--- src/rtl/cfg_bus_pkg.sv ---
// Shared types and constants for the config-bus arbiter slice.
package cfg_bus_pkg;

  localparam int unsigned MAX_REQ = 8;
  localparam int unsigned GNT_W   = 3;

  typedef logic [7:0]       reg_addr_t;
  typedef logic [7:0]       reg_data_t;
  typedef logic [GNT_W-1:0] gnt_id_t;

  typedef enum logic [1:0] {
    IDLE,
    ISSUE,
    RDATA,
    HOLD
  } arb_state_e;

  // Round-robin successor of idx among n requesters.
  function automatic gnt_id_t next_ptr(gnt_id_t idx, int unsigned n);
    return ((32'(idx) + 32'd1) >= n) ? '0 : idx + 1'b1;
  endfunction

endpackage

--- src/rtl/cfg_bus_arbiter_if.sv ---
// Requester handshake plus register-bank port of the config-bus arbiter.
interface cfg_bus_arbiter_if
  import cfg_bus_pkg::*;
#(
  parameter int unsigned N_REQ = 3
);

  logic [N_REQ-1:0]   req;
  logic [N_REQ-1:0]   req_we;
  logic [N_REQ-1:0]   req_lock;
  logic [N_REQ*8-1:0] req_addr;
  logic [N_REQ*8-1:0] req_wdata;
  logic [N_REQ-1:0]   ack;
  reg_data_t          rsp_rdata;
  gnt_id_t            gnt_id;
  logic               busy;
  logic               lock_timeout;
  reg_addr_t          bus_addr;
  reg_data_t          bus_wdata;
  logic               bus_wr_en;
  logic               bus_rd_en;
  reg_data_t          bus_rdata;

  // Requesters and register bank side.
  modport master (
    output req, req_we, req_lock, req_addr, req_wdata, bus_rdata,
    input  ack, rsp_rdata, gnt_id, busy, lock_timeout,
    input  bus_addr, bus_wdata, bus_wr_en, bus_rd_en
  );

  // Arbiter side.
  modport slave (
    input  req, req_we, req_lock, req_addr, req_wdata, bus_rdata,
    output ack, rsp_rdata, gnt_id, busy, lock_timeout,
    output bus_addr, bus_wdata, bus_wr_en, bus_rd_en
  );

endinterface

--- src/rtl/rr_arbiter.sv ---
// Combinational round-robin pick: first requester at or after ptr, wrapping.
module rr_arbiter
  import cfg_bus_pkg::*;
#(
  parameter int unsigned N_REQ = 3
) (
  input  logic [N_REQ-1:0] req,
  input  gnt_id_t          ptr,
  output logic [N_REQ-1:0] gnt,
  output gnt_id_t          idx,
  output logic             valid
);

  always_comb begin
    gnt   = '0;
    idx   = '0;
    valid = 1'b0;
    // First pass covers [ptr, N_REQ), second pass wraps to [0, ptr).
    for (int unsigned k = 0; k < N_REQ; k++) begin
      if (!valid && req[k] && (k >= 32'(ptr))) begin
        gnt[k] = 1'b1;
        idx    = GNT_W'(k);
        valid  = 1'b1;
      end
    end
    for (int unsigned k = 0; k < N_REQ; k++) begin
      if (!valid && req[k]) begin
        gnt[k] = 1'b1;
        idx    = GNT_W'(k);
        valid  = 1'b1;
      end
    end
  end

endmodule

--- src/rtl/cfg_bus_arbiter.sv ---
// Round-robin arbiter sharing the config register bus, with optional bus lock.
// Optional forced lock release: define CFG_ARB_LOCK_TIMEOUT_EN.
module cfg_bus_arbiter
  import cfg_bus_pkg::*;
#(
  parameter int unsigned N_REQ        = 3,
  parameter int unsigned LOCK_TIMEOUT = 1024
) (
  input  logic             clk,
  input  logic             rst_n,
  cfg_bus_arbiter_if.slave bus
);

  if (N_REQ < 2 || N_REQ > MAX_REQ || LOCK_TIMEOUT == 0) begin : g_param_check
    $error("cfg_bus_arbiter: unsupported N_REQ or LOCK_TIMEOUT");
  end

  arb_state_e       state_q, state_d;
  logic [N_REQ-1:0] own_q, own_d;
  gnt_id_t          idx_q, idx_d;
  gnt_id_t          ptr_q, ptr_d;
  logic             we_q, we_d;
  logic             lock_q, lock_d;
  reg_addr_t        addr_q, addr_d;
  reg_data_t        wdata_q, wdata_d;
  reg_data_t        rdata_q, rdata_d;

  logic [N_REQ-1:0] rr_gnt;
  gnt_id_t          rr_idx;
  logic             rr_valid;

  logic [N_REQ-1:0] sel;
  logic             sel_we, sel_lock;
  reg_addr_t        sel_addr;
  reg_data_t        sel_wdata;
  logic             owner_req, owner_lock;

  logic [N_REQ-1:0] ack;
  logic             wr_en, rd_en, lock_to;
  logic             load, done, drop;
  logic             timeout_hit;

  rr_arbiter #(
    .N_REQ (N_REQ)
  ) u_rr (
    .req   (bus.req),
    .ptr   (ptr_q),
    .gnt   (rr_gnt),
    .idx   (rr_idx),
    .valid (rr_valid)
  );

  // In HOLD only the current owner may reissue.
  always_comb begin
    sel       = (state_q == HOLD) ? own_q : rr_gnt;
    sel_we    = 1'b0;
    sel_lock  = 1'b0;
    sel_addr  = '0;
    sel_wdata = '0;
    for (int unsigned k = 0; k < N_REQ; k++) begin
      if (sel[k]) begin
        sel_we    = bus.req_we[k];
        sel_lock  = bus.req_lock[k];
        sel_addr  = bus.req_addr[k*8 +: 8];
        sel_wdata = bus.req_wdata[k*8 +: 8];
      end
    end
  end

  assign owner_req  = |(bus.req & own_q);
  assign owner_lock = |(bus.req_lock & own_q);

`ifdef CFG_ARB_LOCK_TIMEOUT_EN
  logic [15:0] cnt_q, cnt_d;

  assign timeout_hit = (cnt_q == 16'(LOCK_TIMEOUT - 1));

  always_comb begin
    cnt_d = '0;
    if (state_q == HOLD && !owner_req && owner_lock && !timeout_hit) begin
      cnt_d = cnt_q + 16'd1;
    end
  end

  always_ff @(posedge clk or negedge rst_n) begin
    if (!rst_n) begin
      cnt_q <= '0;
    end else begin
      cnt_q <= cnt_d;
    end
  end
`else
  assign timeout_hit = 1'b0;
`endif

  always_comb begin
    state_d = state_q;
    own_d   = own_q;
    idx_d   = idx_q;
    we_d    = we_q;
    lock_d  = lock_q;
    addr_d  = addr_q;
    wdata_d = wdata_q;
    ptr_d   = ptr_q;
    rdata_d = rdata_q;
    ack     = '0;
    wr_en   = 1'b0;
    rd_en   = 1'b0;
    lock_to = 1'b0;
    load    = 1'b0;
    done    = 1'b0;
    drop    = 1'b0;

    unique case (state_q)
      IDLE: begin
        if (rr_valid) begin
          own_d = rr_gnt;
          idx_d = rr_idx;
          load  = 1'b1;
        end
      end
      ISSUE: begin
        wr_en = we_q;
        rd_en = !we_q;
        if (we_q) begin
          ack  = own_q;
          done = 1'b1;
        end else begin
          state_d = RDATA;
        end
      end
      RDATA: begin
        ack     = own_q;
        rdata_d = bus.bus_rdata;
        done    = 1'b1;
      end
      HOLD: begin
        if (owner_req) begin
          load = 1'b1;
        end else if (!owner_lock) begin
          drop = 1'b1;
        end else if (timeout_hit) begin
          lock_to = 1'b1;
          drop    = 1'b1;
        end
      end
      default: state_d = IDLE;
    endcase

    if (load) begin
      we_d    = sel_we;
      lock_d  = sel_lock;
      addr_d  = sel_addr;
      wdata_d = sel_wdata;
      state_d = ISSUE;
    end
    if (done && lock_q) begin
      state_d = HOLD;
    end else if (done || drop) begin
      state_d = IDLE;
      ptr_d   = next_ptr(idx_q, N_REQ);
    end
  end

  always_ff @(posedge clk or negedge rst_n) begin
    if (!rst_n) begin
      state_q <= IDLE;
      own_q   <= '0;
      idx_q   <= '0;
      ptr_q   <= '0;
      we_q    <= 1'b0;
      lock_q  <= 1'b0;
      addr_q  <= '0;
      wdata_q <= '0;
      rdata_q <= '0;
    end else begin
      state_q <= state_d;
      own_q   <= own_d;
      idx_q   <= idx_d;
      ptr_q   <= ptr_d;
      we_q    <= we_d;
      lock_q  <= lock_d;
      addr_q  <= addr_d;
      wdata_q <= wdata_d;
      rdata_q <= rdata_d;
    end
  end

  // Bank data is registered, so it is passed straight through while acking a read.
  assign bus.rsp_rdata    = (state_q == RDATA) ? bus.bus_rdata : rdata_q;
  assign bus.ack          = ack;
  assign bus.gnt_id       = idx_q;
  assign bus.busy         = (state_q != IDLE);
  assign bus.lock_timeout = lock_to;
  assign bus.bus_addr     = addr_q;
  assign bus.bus_wdata    = wdata_q;
  assign bus.bus_wr_en    = wr_en;
  assign bus.bus_rd_en    = rd_en;

endmodule

--- src/flat_wrapper.sv ---
// flat-port wrapper written by rule: the top's interface ports become plain ports
module cfg_bus_arbiter_flat import cfg_bus_pkg::*;
#(
  parameter int unsigned N_REQ        = 3,
  parameter int unsigned LOCK_TIMEOUT = 1024
)
  (clk, rst_n, bus_req, bus_req_we, bus_req_lock, bus_req_addr, bus_req_wdata, bus_bus_rdata, bus_ack, bus_rsp_rdata, bus_gnt_id, bus_busy, bus_lock_timeout, bus_bus_addr, bus_bus_wdata, bus_bus_wr_en, bus_bus_rd_en);
  cfg_bus_arbiter_if #(.N_REQ(N_REQ)) bus_i ();
  input  logic clk;
  input  logic rst_n;
  input wire logic [$bits(bus_i.req)-1:0] bus_req;
  input wire logic [$bits(bus_i.req_we)-1:0] bus_req_we;
  input wire logic [$bits(bus_i.req_lock)-1:0] bus_req_lock;
  input wire logic [$bits(bus_i.req_addr)-1:0] bus_req_addr;
  input wire logic [$bits(bus_i.req_wdata)-1:0] bus_req_wdata;
  input wire logic [$bits(bus_i.bus_rdata)-1:0] bus_bus_rdata;
  output wire logic [$bits(bus_i.ack)-1:0] bus_ack;
  output wire logic [$bits(bus_i.rsp_rdata)-1:0] bus_rsp_rdata;
  output wire logic [$bits(bus_i.gnt_id)-1:0] bus_gnt_id;
  output wire logic [$bits(bus_i.busy)-1:0] bus_busy;
  output wire logic [$bits(bus_i.lock_timeout)-1:0] bus_lock_timeout;
  output wire logic [$bits(bus_i.bus_addr)-1:0] bus_bus_addr;
  output wire logic [$bits(bus_i.bus_wdata)-1:0] bus_bus_wdata;
  output wire logic [$bits(bus_i.bus_wr_en)-1:0] bus_bus_wr_en;
  output wire logic [$bits(bus_i.bus_rd_en)-1:0] bus_bus_rd_en;
  assign bus_i.req = bus_req;
  assign bus_i.req_we = bus_req_we;
  assign bus_i.req_lock = bus_req_lock;
  assign bus_i.req_addr = bus_req_addr;
  assign bus_i.req_wdata = bus_req_wdata;
  assign bus_i.bus_rdata = bus_bus_rdata;
  assign bus_ack = bus_i.ack;
  assign bus_rsp_rdata = bus_i.rsp_rdata;
  assign bus_gnt_id = bus_i.gnt_id;
  assign bus_busy = bus_i.busy;
  assign bus_lock_timeout = bus_i.lock_timeout;
  assign bus_bus_addr = bus_i.bus_addr;
  assign bus_bus_wdata = bus_i.bus_wdata;
  assign bus_bus_wr_en = bus_i.bus_wr_en;
  assign bus_bus_rd_en = bus_i.bus_rd_en;
  cfg_bus_arbiter #(.N_REQ(N_REQ), .LOCK_TIMEOUT(LOCK_TIMEOUT)) u_core (.clk(clk), .rst_n(rst_n), .bus(bus_i));
endmodule
--- config.mk ---
export PLATFORM = sky130hd
export DESIGN_NAME = cfg_bus_arbiter_flat
export DESIGN_NICKNAME = d
export VERILOG_FILES = /design/src/rtl/cfg_bus_pkg.sv /design/src/rtl/cfg_bus_arbiter_if.sv /design/src/rtl/rr_arbiter.sv /design/src/rtl/cfg_bus_arbiter.sv /design/src/flat_wrapper.sv
export SDC_FILE = /design/constraint.sdc
export NUM_CORES = 1
export LEC_CHECK = 0
export CORE_MARGIN = 4
export CORE_UTILIZATION = 44
export DETAILED_ROUTE_END_ITERATION = 8
export GPL_TIMING_DRIVEN = 0
export PLACE_DENSITY = 0.87
export SYNTH_ARGS = -nofsm -noshare
export SYNTH_HDL_FRONTEND = slang
export SYNTH_SLANG_ARGS = --single-unit
--- constraint.sdc ---
create_clock -name clk -period 2.6 [get_ports clk]
set_input_delay 0.26 -clock clk [delete_from_list [all_inputs] [get_ports clk]]
set_output_delay 0.26 -clock clk [all_outputs]
set_load 0.05 [all_outputs]
Yosys cells after proc, flatten, opt, wreduce, memory -nomap -nowiden
Cells that the tools add are included.

Add/subtract/negate cells: 2. Magnitude comparators: 4. Equality and inequality tests: 4. Multiplexer cells: 48. Bitwise logic cells: 3. Reduce and logical (&&, ||, !) cells: 24.

Operators with widths (number): $mux 8 (7); $ge 32x2->1 const B (1); $mux 1 (26); $mux 3 (7); $mux 2 (5); $logic_and 1x1->1 (9); $and 3x3->3 (2); $ge 1x3->1 const A (2); $logic_not 1->1 (6); $pmux 3 s2 (1); $reduce_and 2->1 (3); $reduce_or 3->1 (2); $add 3x1->4 const B (1); $eq 2x2->1 const B (2); $ne 4x4->1 const B (1); $pmux 1 s2 (2); $reduce_bool 4->1 (1); $add 3x1->3 const B (1); $ge 2x3->1 const A (1); $eq 2x1->1 const B (1); $logic_not 2->1 (1); $reduce_bool 2->1 (1); $logic_or 1x1->1 (1); $not 1->1 (1).

Bits in registers: 37. Bits of input ports: 67. Output and inout port bits: 34. Logic and storage cells: 94.

Longest topological paths before layout
Gate-level depths: netlist of the first run.

Depth in word-level cells: 25. Mapped depth: 8. Gate-level depth less buffers: 7.

By module
Synthesis of the first run repeated with hierarchy kept, for this count alone.

Cell total of the unflattened synthesis: 192. Area, all modules: 2083.2 um2.

By module, submodules not included: cfg_bus_arbiter (instances 1, cells each 176, area an instance 1959.4 um2, seq. area each 925.9 um2); rr_arbiter (instances 1, cells each 16, area an instance 123.9 um2, seq. area each 0.0 um2).

Worst setup path after synthesis of the first run
OpenSTA, ideal clock, no wires.

Path type: reg-to-output. Start point: register u_core.state_q[1]. End point: output port bus_ack[0]. Arrival: 1.739 ns. Path slack: 0.601 ns. Cell stages (with the launch flop): 6. Cell sequence: dfrtp_1 > inv_1 > ha_1 > and2_1 > o21a_1 > and2_1.

Longest elaborated chain between the ends: 2. Elaborated cells between the ends (all ways): 3. Classes of those cells: eq/ne: 2; mux: 1.

Ends and longest elaborated chain: start: declaration (line cfg_bus_arbiter.sv:18) `arb_state_e state_q, state_d;`; start signal: assignment (line cfg_bus_arbiter.sv:177) `state_q <= state_d;`; $eq 2x2->1 / $eq 2x1->1 (equally long branches) (line cfg_bus_arbiter.sv:114) `unique case (state_q)`; $pmux 3 s2 (*) (line cfg_bus_arbiter.sv:114); end: declaration (line flat_wrapper.sv:17) `output wire logic [$bits(bus_i.ack)-1:0] bus_ack;`.

Every way passes the cells marked *; elsewhere a longest branch is shown, timed or not.

Worst setup path after layout of the first run
Start point: register u_core.state_q[0]. End point: output port bus_rsp_rdata[0].

Longest elaborated chain between the ends: 2.

Ends and longest elaborated chain: $eq 2x2->1 (line cfg_bus_arbiter.sv:190) `assign bus.rsp_rdata = (state_q == RDATA) ? bus.bus_rdata : rdata_q;`; $mux 8 (line cfg_bus_arbiter.sv:190); end: declaration (line flat_wrapper.sv:18) `output wire logic [$bits(bus_i.rsp_rdata)-1:0] bus_rsp_rdata;`.

Every way passes these cells.

==> results of run 1 <==
==> state kept, by name (all words and copies together) (netlist names) <==
name,count
u_core.bus.bus_addr,8
u_core.bus.bus_wdata,8
u_core.rdata_q,8
u_core.own_q,3
u_core.ptr_q,3
u_core.bus.gnt_id,2
u_core.state_q,2
u_core.lock_q,1
u_core.we_q,1
==> layer usage <==
metal  global-route usage  vias to the layer above
li1                     -                     1170
met1                0.268                     1183
met2                0.371                      104
met3               0.0397                       14
met4               0.0684                        0
met5                    0                        -
==> repair_timing <==
item | CTS | global route
setup buffers | 0 | 0
endpoints found under the setup margin | 11 | 3
gates resized for setup | 9 | 1
==> cells in the mapped netlist <==
cell        n  area, um2
nor2_1     22       82.6
clkbuf_1    3       11.3
a221o_1     5       50.1
mux2_2      8       90.1
buf_6       5       56.3
buf_8       1       15.0
nor3b_1     1       7.51
o21a_1      3       22.5
o31ai_1    18        135
a21o_2      1       8.76
buf_2       3       15.0
o311ai_2    1       16.3
mux2i_1     1       10.0
and2_1      4       25.0
nand2b_1    5       31.3
nor2_4      1       11.3
o31ai_2     2       25.0
nand4_1     1       6.26
nor2b_1     2       12.5
a21o_1      4       30.0
and2b_1     1       7.51
a221oi_2   10        150
nand4bb_2   1       16.3
o21ai_0     5       25.0
a22oi_1     1       7.51
ha_1        4       50.1
o211ai_1   13       97.6
clkbuf_2    1       5.00
inv_1       8       30.0
nand3b_1    2       15.0
and3_1     10       62.6
and3_2      8       60.1
nor4b_1     1       8.76
buf_4       4       30.0
clkbuf_4    1       7.51
nand2_1    49        184
clkbuf_8    3       41.3
a222oi_1    1       10.0
o211a_1     1       10.0
dfrtp_1    36        901
a221oi_1    8       70.1
a21boi_0    2       15.0
conb_1      1       3.75
==> logic make-up after synthesis <==
logic type	synth area share
adder cells (fa/ha/maj)	0.0203
buffers and inverters	0.0856
multiplexers	0.0405
AND/OR/NAND/NOR	0.215
other	0.00152
AO/OA/AOI/OAI	0.273
flip-flops	0.365
==> final cells by class <==
class | count | share of cell area
Tap cell | 72 | 0.0249
Timing Repair Buffer | 98 | 0.266
Inverter | 8 | 0.00829
Sequential cell | 36 | 0.249
Buffer | 20 | 0.0490
Multi-Input combinational cell | 198 | 0.376
Clock buffer | 7 | 0.0266
==> how the worst min path moves through the flow <==
stage | depth (start not counted) | slack (ps) | startpoint | endpoint
2_1_floorplan | 0 | -40 | rst_n | u_core.bus.bus_addr[0]
3_3_place_gp | 2 | 460 | u_core.bus.bus_addr[1] | u_core.bus.bus_addr[1]
3_5_place_dp | 1 | 390 | rst_n | u_core.rdata_q[6]
4_1_cts | 1 | 80 | rst_n | u_core.rdata_q[6]
5_1_grt | 1 | 130 | rst_n | u_core.rdata_q[0]
6_report | 1 | 60 | rst_n | u_core.lock_q
==> metrics by stage <==
step	util	cell area, um2	setup WS (ps)
CTS	0.662	3620	17.2
finish	0.662	3620	132
detailed placement	0.647	3540	59.2
global placement	0.648	3540	74.0
global route	0.662	3620	39.6
floorplan	-	2470	601
==> power breakdown <==
part	switching (mW)	internal, mW	total [mW]
combinational	1.99	1.22	3.21
clock	0.196	0.236	0.431
sequential	0.155	0.833	0.987
==> worst reg2reg max path: cells and delay by family (launching register included) <==
family	cells	cell delay, ps
AO/OA/AOI/OAI	3	470
adder cells (fa/ha/maj)	1	170
buffers and inverters	2	390
flip-flops	1	400
AND/OR/NAND/NOR	2	480
==> results.ini, run 1 <==
[run_status]
status = finished clean

[cts]
clock-root-buffer = clkbuf_8
cts_max_level = 2
cts_sinks = 36
cts_tree = done
ctsHoldBuffers = 0
numCtsBuffers = 5
clk-insertion-delay-late_ps = 290
clock_path_buffers = 2
path_clk_slew_ps = 70

[finish]
drive_gt1_frac = 0.161
nets = 438
seq_area_um2 = 901
layout.cells.non_filler = 439
syn2layout_area_growth_pct = 46.7
final_common_cell = clkdlybuf4s50_1
n_fill_cell = 437
n_antenna_cell = 0
multi_input_area_um2 = 1360
mostFrequentLayoutCells = 88 x clkdlybuf4s50_1, 49 x nand2_1, 36 x dfrtp_1

[sta]
setup_viol = 0
worst_hold_slack_ps = 57.5
finClkSkew_ps = 5.48
fin_crit_sh = 0.949
max_freq_mhz = 405
hold_viol = 0
setup_tns_ps = 0
period_needed_ps = 2470
drv_slew = 0
relSlewSlack = 0.455
rsz0062_at_grt = false
tightest_slew_ps = 818

[critical_path]
endpoint_kind = primary output
critPathTopFamily = buffers and inverters
path_class = reg -> out
path_depth = 4
cp-start-kind = flip-flop
rrSetupSlack_ps = 580
cp_slowest_cell = clkdlybuf4s50_1
crit_start = u_core.state_q[0]
cp.arrival_ps = 2210
cpPeakStageDelay_ps = 700
endpoint = bus_rsp_rdata[0]
r2r_cells = 8
timing.rr.end = u_core.bus.bus_wdata[4]
worstPathRequired_ps = 2340
rr_startpoint = u_core.state_q[0]
worst-path-max-fanout = 9
crit_buf_inv = 2
critical_path.cell_chain = inv_1 -> ha_2 -> mux2_2 -> clkdlybuf4s50_1

[run]
max-cap-violations = 0

[floorplan]
pin_count = 101
die_height_um = 82.9
rows = 27
die_area_um2 = 6880
die_x_um = 82.9
coreArea_um2 = 5470
start_util = 0.451

[power_and_ir_drop]
p_leak_nw = 1.56
p_per_area_nw_per_um2 = 1280
ir_drop_v = 0.000595
power_mw = 4.63

[logic_synthesis]
seq_area_frac_synth = 0.365
synth.distinct_cells = 43
synth.avg_cell_area_um2 = 9.43
synth_area_um2 = 2470
ys_ff_latch = 36
syn_inst = 262
synth_warnings = 0

[place]
io_buffers = 98
dpl.hpwl_mm = 5.78
dp.cells = 433
place_congestion = 0.825

[detailed_routing]
vias = 2471
drt-initial-drc-count = 142
vias_per_cell = 5.63
wl_met3_um = 417
wl_met2_mm = 3.77
drtPass1Iterations = 4
wire_per_inst_um = 17.2
route.layer.met1.wl_mm = 3.19
wl_mm = 7.55
route.detailed.drc = 0
top_layer_used = met4
postRouteAntennaNets = 0

[global_route]
grt_pass1_vias = 2418
grtUsageTotal = 0.214
antenna_found_initial = 0
grt_pass1_wl_mm = 12.1
grt-ovfl-total = 0
grt_max_degree = 37

[min_path]
hold_path.class = in -> async

(Power assumes the default switching activity.)
==> inputs of run 2 (changes only) <==
--- a/config.mk
+++ b/config.mk
@@ -7,6 +7,7 @@
 export LEC_CHECK = 0
 export CORE_MARGIN = 4
 export CORE_UTILIZATION = 44
+export CTS_CLUSTER_DIAMETER = 80
 export DETAILED_ROUTE_END_ITERATION = 8
 export GPL_TIMING_DRIVEN = 0
 export PLACE_DENSITY = 0.87
==> results of run 2 <==
The final DEF is identical to that of run 1; final timing and power are the same.
==> inputs of run 3 (changes only) <==
--- a/config.mk
+++ b/config.mk
@@ -6,11 +6,12 @@
 export NUM_CORES = 1
 export LEC_CHECK = 0
 export CORE_MARGIN = 4
-export CORE_UTILIZATION = 44
+export CORE_UTILIZATION = 41
 export CTS_CLUSTER_DIAMETER = 80
 export DETAILED_ROUTE_END_ITERATION = 8
 export GPL_TIMING_DRIVEN = 0
-export PLACE_DENSITY = 0.87
+export PLACE_DENSITY = 0.86
 export SYNTH_ARGS = -nofsm -noshare
 export SYNTH_HDL_FRONTEND = slang
+export SYNTH_HIERARCHICAL = 1
 export SYNTH_SLANG_ARGS = --single-unit
==> run 3 against run 2 <==
Compared with the run above:
- total power is 4.5% lower
- first-iteration DRC count fell by 58%
- worst setup slack got worse by 29 ps
- global-route usage decreased by 2.8 points
- via count fell by 22%
- register-to-register slack worse by 140 ps
- sequential share of layout area is 3.6 points higher
- die area is 8.6% lower
- final area shrank 10%
==> results.ini, run 3 <==
[finish]
drive_gt1_frac = 0.171  ; +0.00981
n_antenna_cell = 0  ; unchanged
syn2layout_area_growth_pct = 56.2
final_common_cell = clkdlybuf4s50_1
mostFrequentLayoutCells = 94 x clkdlybuf4s50_1, 37 x dfrtp_1, 23 x nand2_1
final_core_util = 0.675  ; +0.0132
nets = 370  ; -16%
n_fill_cell = 402  ; -8.0%

[detailed_routing]
drtPass1Iterations = 4  ; unchanged
postRouteAntennaNets = 0  ; unchanged
wl_mm = 5.62  ; -26%
vias_per_cell = 5.25  ; -6.7%
vias = 1923  ; -22%
wire_per_inst_um = 15.4  ; -11%
drt-initial-drc-count = 59  ; -58%
route.detailed.drc = 0  ; unchanged

[logic_synthesis]
yosysTopAreaCell = dfrtp_1
synth_common_cells = 37 x dfrtp_1, 23 x nand2_1, 20 x nor2_1
synthArstFlopShare = 1.00  ; unchanged
synth_top_area_frac = 0.444  ; +0.0797
synth.most_common_cell = dfrtp_1
syn_inst = 192  ; -27%
seq_area_frac_synth = 0.444  ; +0.0797
synthTopCellsByArea = dfrtp_1 44%, mux2_2 10%, a221oi_1 7.6%, o31ai_2 6.0%, nand2_1 4.1%
synth_area_um2 = 2080  ; -16%
synth.distinct_cells = 36  ; -16%
synth_edf_count = 0  ; unchanged
synth_nets = 264
ys.flop_type = dfrtp_1
ys_ff_latch = 37  ; +2.8%
synth_warnings = 6  ; +6
synth.avg_cell_area_um2 = 10.9  ; +15%

[critical_path]
path_class = reg -> out
worstPathRequired_ps = 2340  ; about the same
critical_path.cell_chain = inv_1 -> ha_1 -> buf_2 -> mux2_2 -> clkdlybuf4s50_1
endpoint_kind = primary output
cp.arrival_ps = 2240  ; +30 ps
cp_slowest_cell = clkdlybuf4s50_1
rrSetupSlack_ps = 440  ; -140 ps
cp-start-kind = flip-flop
worst-path-max-fanout = 9  ; unchanged
cpPeakStageDelay_ps = 710  ; about the same

[sta]
period_needed_ps = 2500  ; +29.3 ps
hold_viol = 0  ; unchanged
setup_tns_ps = 0  ; unchanged
max_freq_mhz = 400  ; -1.2%
relSlewSlack = 0.436  ; -0.0184
drv_slew = 0  ; unchanged
rsz0062_at_grt = false
setup_viol = 0  ; unchanged
finClkSkew_ps = 4.23  ; -1.25 ps
fin_crit_sh = 0.961  ; +0.0113
tightest_slew_ps = 846  ; +27.6 ps

[run_status]
status = finished clean

[cts]
clock_path_buffers = 2  ; unchanged
clk-insertion-delay-late_ps = 280  ; about the same
ctsHoldBuffers = 0  ; unchanged
cts_sinks = 37  ; +2.8%
path_clk_slew_ps = 70  ; about the same
cts_max_level = 2  ; unchanged
numCtsBuffers = 5  ; unchanged
clock-root-buffer = clkbuf_8
cts_tree = done

[global_route]
antenna_found_initial = 0  ; unchanged
grt_pass1_vias = 2032  ; -16%
grt_max_degree = 38  ; +2.7%
grt-ovfl-total = 0  ; unchanged
grtUsageTotal = 0.186  ; -0.0281
grt_pass1_wl_mm = 9.29  ; -23%

[floorplan]
die_x_um = 79.3  ; -4.4%
pin_count = 101  ; unchanged
rows = 25  ; -7.4%
die_height_um = 79.3  ; -4.4%
die_area_um2 = 6290  ; -8.6%
coreArea_um2 = 4820  ; -12%
start_util = 0.432  ; -0.0188

[power_and_ir_drop]
p_per_area_nw_per_um2 = 1360  ; +6.3%
p_leak_nw = 1.36  ; -13%
ir_drop_v = 0.000675  ; +14%

[place]
io_buffers = 99  ; +1.0%
place_congestion = 0.807  ; -2.1%
dpl.hpwl_mm = 4.40  ; -24%

[run]
max-cap-violations = 0  ; unchanged

[min_path]
hold_path.class = in -> async

-- run 3: worst max-delay path, delay by kind of cell (launching register included) --
kind,cells,cell delay [ps]
DFF,1,410
adders and majority gates,1,140
buffers and inverters,3,1030
muxes,1,370
-- run 3: repair_timing --
item | in CTS | in global routing
buffers inserted | 0 | 0
endpoints found under the setup margin | 3 | 1
resized for setup | 3 | 1
-- run 3: metal layers --
metal / vias to the layer above / track usage / part of all wire
li1: 937 / - / -
met1: 902 / 0.224 / 0.40
met2: 67 / 0.319 / 0.51
met3: 17 / 0.0340 / 0.060
met4: 0 / 0.0876 / 0.026
met5: - / 0 / 0
-- run 3: cell families after synthesis --
logic type               Yosys count  share of synthesized area
multiplexers                      21                      0.114
flip-flops                        37                      0.444
AND/OR/NAND/NOR                   58                      0.130
AO/OA/AOI/OAI                     53                      0.235
adder cells (fa/ha/maj)            5                     0.0300
other                              2                    0.00360
buffers and inverters             16                     0.0420
-- run 3: final cells by class --
| cell class | count | area [um2] | area share |
|---|---|---|---|
| buffer | 12 | 72.6 | 0.0223 |
| clock inverter | 1 | 5.00 | 0.00154 |
| sequential | 37 | 926 | 0.285 |
| tap | 67 | 83.8 | 0.0258 |
| multi-input combinational | 139 | 1070 | 0.329 |
| clock buffer | 7 | 96.3 | 0.0296 |
| timing repair buffer | 99 | 985 | 0.303 |
| inverter | 4 | 15.0 | 0.00462 |
-- run 3: report_power, final --
part	switching, mW	internal, mW	leakage [nW]
Sequential	0.194	0.855	0.460
Clock	0.200	0.240	0.0542
Combinational	1.79	1.14	0.845
Total	2.19	2.24	1.36
-- run 3: final timing paths --
check | from | endpoint | cells after the start
min | rst_n | u_core/bus.bus_addr[2] | 1
max reg2reg | u_core/ptr_q[2] | u_core/bus.bus_addr[5] | 6
min in group clk | u_core/bus.bus_addr[1] | u_core/bus.bus_addr[1] | 2
max | u_core/state_q[0] | bus_rsp_rdata[4] | 5
max in group asynchronous | rst_n | u_core/ptr_q[2] | 1
min reg2reg | u_core/bus.bus_addr[1] | u_core/bus.bus_addr[1] | 2
-- run 3: per-stage QoR --
stage,power (mW),setup slack [ps],instances,area [um2],hold slack (ps)
floorplan,3.11,507,192,2080,-35.6
global placement,3.95,86.7,358,3160,460
detailed placement,4.01,61.6,358,3150,416
CTS,4.46,74.8,366,3250,104
global route,4.71,6.27,366,3250,147
finish,4.42,103,366,3250,75.5
